`config.mk`:
```
export PLATFORM = sky130hd
export DESIGN_NAME = pc_sequencer
export DESIGN_NICKNAME = d
export VERILOG_FILES = /design/src/rtl/pc_sequencer.sv
export SDC_FILE = /design/constraint.sdc
export NUM_CORES = 1
export LEC_CHECK = 0
export ABC_CLOCK_PERIOD_IN_PS = 2930
export CAP_MARGIN = 0
export CORE_UTILIZATION = 30
export CTS_CLUSTER_SIZE = 24
export DETAILED_ROUTE_END_ITERATION = 10
export GPL_ROUTABILITY_DRIVEN = 1
export PLACE_DENSITY_LB_ADDON = 0.25
export SYNTH_ARGS = -nofsm -noshare
export SYNTH_HDL_FRONTEND = slang
export SYNTH_SLANG_ARGS = --single-unit
```
`constraint.sdc`:
```
create_clock -name clk -period 2.93 [get_ports clk]
set_input_delay 0.586 -clock clk [delete_from_list [all_inputs] [get_ports clk]]
set_output_delay 0.586 -clock clk [all_outputs]
set_load 0.01 [all_outputs]
```
`src/rtl/pc_sequencer.sv`:
```
// pc_sequencer: sequenced PC update with instruction fetch handshake and redirect/exception selection
module pc_sequencer #(
  parameter int WIDTH = 32,
  parameter logic [WIDTH-1:0] RESET_VECTOR = '0,
  parameter logic [WIDTH-1:0] EXC_VECTOR = WIDTH'(32'h80)
) (
  input  logic             clk,
  input  logic             reset,
  output logic [WIDTH-1:0] pc,
  output logic [WIDTH-1:0] pcNext,
  output logic             imem_req,
  output logic [WIDTH-1:0] imem_addr,
  input  logic             imem_ack,
  input  logic [WIDTH-1:0] imem_rdata,
  output logic [WIDTH-1:0] instr,
  output logic             instr_valid,
  input  logic             stall,
  input  logic             branch_taken,
  input  logic [WIDTH-1:0] branch_target,
  input  logic             jump,
  input  logic [WIDTH-1:0] jump_target,
  input  logic             exc,
  input  logic             irq,
  output logic [WIDTH-1:0] epc,
  output logic [1:0]       cause
);
  typedef enum logic [1:0] {BOOT, FETCH, ISSUE} state_t;
  state_t state, state_next;
  logic irq_pending;
  logic accept;
  logic redirect;
  logic misaligned;
  logic [1:0] exc_cause;
  logic [WIDTH-1:0] pc_inc;
  logic [WIDTH-1:0] target;
  assign accept = (state == ISSUE) && !stall;
  assign pc_inc = pc + WIDTH'(4);
  assign target = jump ? jump_target : branch_target;
  assign redirect = jump | branch_taken;
  assign misaligned = redirect && (target[1:0] != 2'b00);
  assign exc_cause = exc ? 2'd3 : irq_pending ? 2'd1 : misaligned ? 2'd2 : 2'd0;
  assign imem_req = (state == FETCH);
  assign imem_addr = pc;
  // Next-PC selection; only meaningful while an instruction is being issued
  always_comb begin
    pcNext = pc;
    if (state == ISSUE)
      pcNext = (exc_cause != 2'd0) ? EXC_VECTOR : redirect ? target : pc_inc;
  end
  // Next-state: boot once, wait for memory ack, then wait for decode to accept
  always_comb begin
    state_next = state;
    case (state)
      BOOT:    state_next = FETCH;
      FETCH:   state_next = imem_ack ? ISSUE : FETCH;
      ISSUE:   state_next = stall ? ISSUE : FETCH;
      default: state_next = BOOT;
    endcase
  end
  // State register
  always_ff @(posedge clk) begin
    if (reset) state <= BOOT;
    else state <= state_next;
  end
  // Datapath: capture fetched word, advance pc on accept, record exception entry
  always_ff @(posedge clk) begin
    if (reset) begin
      pc <= RESET_VECTOR;
      instr <= '0;
      instr_valid <= 1'b0;
      epc <= '0;
      cause <= 2'd0;
      irq_pending <= 1'b0;
    end else begin
      if (state == FETCH && imem_ack) begin
        instr <= imem_rdata;
        instr_valid <= 1'b1;
      end
      if (accept) begin
        instr_valid <= 1'b0;
        pc <= pcNext;
        if (exc_cause != 2'd0) begin
          cause <= exc_cause;
          epc <= (exc_cause == 2'd2) ? target : pc_inc;
        end
      end
      irq_pending <= irq | (irq_pending & ~(accept && exc_cause == 2'd1));
    end
  end
endmodule

```
==> metrics.txt <==
outcome=finished with violations; violated checks=negative setup slack; Post-synth EDFFs=0; adder-cell share of the synthesized area=less than 1%; IR Drop Worst-Case VDD=about 0.37 mV; Via density=roughly 5.3; sequential share of the synthesized area=roughly 34%; Final min period=3.071 ns; CP max FO=6; Main synth FF type=dfxtp_1; crit end category=primary output; Data arrival, critical path=roughly 2.5 ns; first-pass GRT wire length=40590 µm; CTS tree=built; Slew @ Worst Pin=around 1.2 ns; drt wl/cell=18.66 µm; I/O Buffers=around 270; placer congestion estimate=between 0.9 and 1; effective utilization at floorplan=a little under a third; row cnt=51; final net count=approximately 1300; placed instance area=between 0.009 and 0.01 mm²; Final Hold Viols=0; Hold Crit Depth=2; Final Cell Area=approximately 0.011 mm²; multiplexer share of the synthesized area=under 10%; path type of the worst min-delay path=reg2reg; die area=~0.021 mm²; clock root cell=clkbuf_16; largest family of logic cells by synthesized area=simple AND/OR/NAND/NOR gates; Die Y=between 100 and 150 µm; drt total wl=between 20000 and 30000 µm; HP Start=epc[8]; DRT antenna net count=0; htree depth=3; Reg2Reg Setup Slack=-0.09 ns; Leakage=approximately 0.0042 µW; commonest non-fill, non-tap cells in the layout=231 x clkdlybuf4s50_1, 162 x nand2_1, 159 x buf_4, 90 x dfxtp_1, 73 x a21oi_1; final std cells w/o fill=between 1000 and 1500; Synth cell types=64; area delta synth->final=76.45%; vias in the first global route=7333; R2R Path Start=imem_addr[13]; Reg2Reg Depth=17; vias after detailed routing=between 7000 and 8000; worst endpoint required time=2.34 ns; clock skew=between 0.015 and 0.02 ns; Ys Warns=0; DRC viols=0; Final Worst Setup Slack=-0.1405 ns; placed cells=approximately 1400; share of layout cells above drive strength 1=between 20% and 30%; final setup TNS=-0.6863 ns; RSZ-0062 raised after global routing=true; Core ar.=between 0.015 and 0.02 mm²; DR pass1 iterations=5; Max-cap violations=0; FILL cells=roughly 1800; hold path endpoint=epc[8]; clk_lat worst skew=~0.37 ns; clock sink count=a little over 100; period utilisation layout=104.8%; TritonCTS buffer count=9; num ports=268; Simple-Gate Fraction of Synth Area=25.33%; GRT Total Usage=roughly 26%; largest net degree at the start of global routing=between 50 and 60; setup violators final=9; WHS=0.4550 ns; Die X=144.5 µm; most common cell after layout, fill and taps aside=clkdlybuf4s50_1; Startpoint Class=register; Max-slew headroom=around 20%; PD cells=around 320 mW/mm²; maximum clock frequency=roughly 330 MHz; maximum clock path buffer count=2; dpl hpwl=about 20000 µm; crit path kind=reg2out; compound-gate portion of the synthesized area=24.98%; GRT overflow=0; CTS clk-pin slew, worst paths=roughly 0.08 ns; Final Max Slew Viols=0; Synth Instances=just over 800; mean area per synthesized cell=7.352 µm²; combined area of all synthesized cells=0.006095 mm²; Post-Synth XOR/XNOR Area=2.156%; synthesized flop and latch total=roughly 100; initial antenna violation count=1; 1st-iter DRT viols=655; Post-CTS Hold Buffers=0; FFs w/ async S/R, synth=0%; Reg2Reg Capture Point=imem_addr[17]; syn nets=just over 900
metrics by stage:
stage	power, µW	setup WS [ns]	utilization (%)
finish	3413	-0.1405	54.54
global route	3550	-0.2159	54.54
CTS	3421	-0.1497	53.91
detailed placement	2118	-0.5706	49.70
global placement	2113	-0.5583	49.70
floorplan	1719	0.2690	-
sequential cells by signal (all words and copies together) (netlist names):
signal	count
cause	2
epc	32
imem_addr	32
instr	32
instr_valid	1
irq_pending	1
state	2
critical path: stages (launching register included):
cell and delay, ns:
dfxtp_2 0.35, nand4_4 0.16, buf_6 0.16, buf_6 0.10
or4_4 0.41, or3_4 0.41, a31oi_4 0.20, a22o_1 0.18
buf_2 0.14
final cells by class:
type,count,area (µm²),share of cell area [%]
clock inverters,7,91.34,0.8493
multi-input cells,621,3890,36.17
inverters,13,48.80,0.4538
diodes,1,2.502,0.02327
repair buffers,450,4105,38.17
flip-flops and latches,102,2059,19.15
well taps,265,331.6,3.083
clock buffers,9,225.2,2.094
per-layer routing:
layer	part of all wire [%]	routed length (µm)	vias up	track usage, %
li1	-	-	3696	-
met1	43	11700	3640	33.56
met2	46	12650	398	40.92
met3	8.0	2198	59	5.033
met4	3.1	840	0	11.25
met5	0	0	-	0
cell families after synthesis:
kind of cell,Yosys count
AOI/OAI and AO/OA,248
xor gates and xnor gates,15
adders and majority gates,1
buffers and inverters,107
DFF,102
muxes,29
and+or+nand+nor,327
cell usage after synthesis (8+ instances only):
master | instances | share of area, %
a22oi_1 | 8 | 0.99
or4_1 | 9 | 1.1
nor2_1 | 43 | 2.6
buf_4 | 32 | 3.9
nor3_1 | 15 | 1.2
o22ai_1 | 8 | 0.82
a21oi_1 | 79 | 6.5
nor4_1 | 11 | 1.1
nand4_1 | 11 | 1.1
clkbuf_1 | 45 | 2.8
mux2i_1 | 24 | 3.9
nand2_1 | 165 | 10
buf_2 | 12 | 0.99
xnor2_1 | 9 | 1.3
dfxtp_1 | 102 | 34
nand3_1 | 32 | 2.6
o211ai_1 | 20 | 2.5
inv_1 | 13 | 0.80
o21ai_0 | 72 | 5.9
worst max-delay path by stage:
stage / startpoint / endpoint / slack (ns) / depth (start not counted)
3_3_place_gp: branch_target[0] / pcNext[21] / -0.56 / 8
6_report: imem_addr[13] / pcNext[16] / -0.14 / 8
2_1_floorplan: imem_addr[3] / pcNext[16] / 0.27 / 6
5_1_grt: imem_addr[13] / pcNext[16] / -0.22 / 8
3_5_place_dp: branch_target[0] / pcNext[21] / -0.57 / 8
4_1_cts: imem_addr[10] / pcNext[21] / -0.15 / 9
power breakdown:
group / internal [µW] / leakage (µW) / switching [µW] / total (µW)
Sequential: 1420 / 0.000832 / 18.1 / 1430
Clock: 615 / 0.000152 / 663 / 1280
Combinational: 363 / 0.00324 / 338 / 701
Total: 2390 / 0.00423 / 1020 / 3410
timing repair:
action                     4_1_cts  5_1_grt
setup endpoints to repair       32       28
setup buffers                   35        7
cloned                           1        0
gates resized for setup        154       55
pin swaps                       29       27
Note: power is estimated with default switching activity, not from simulation.
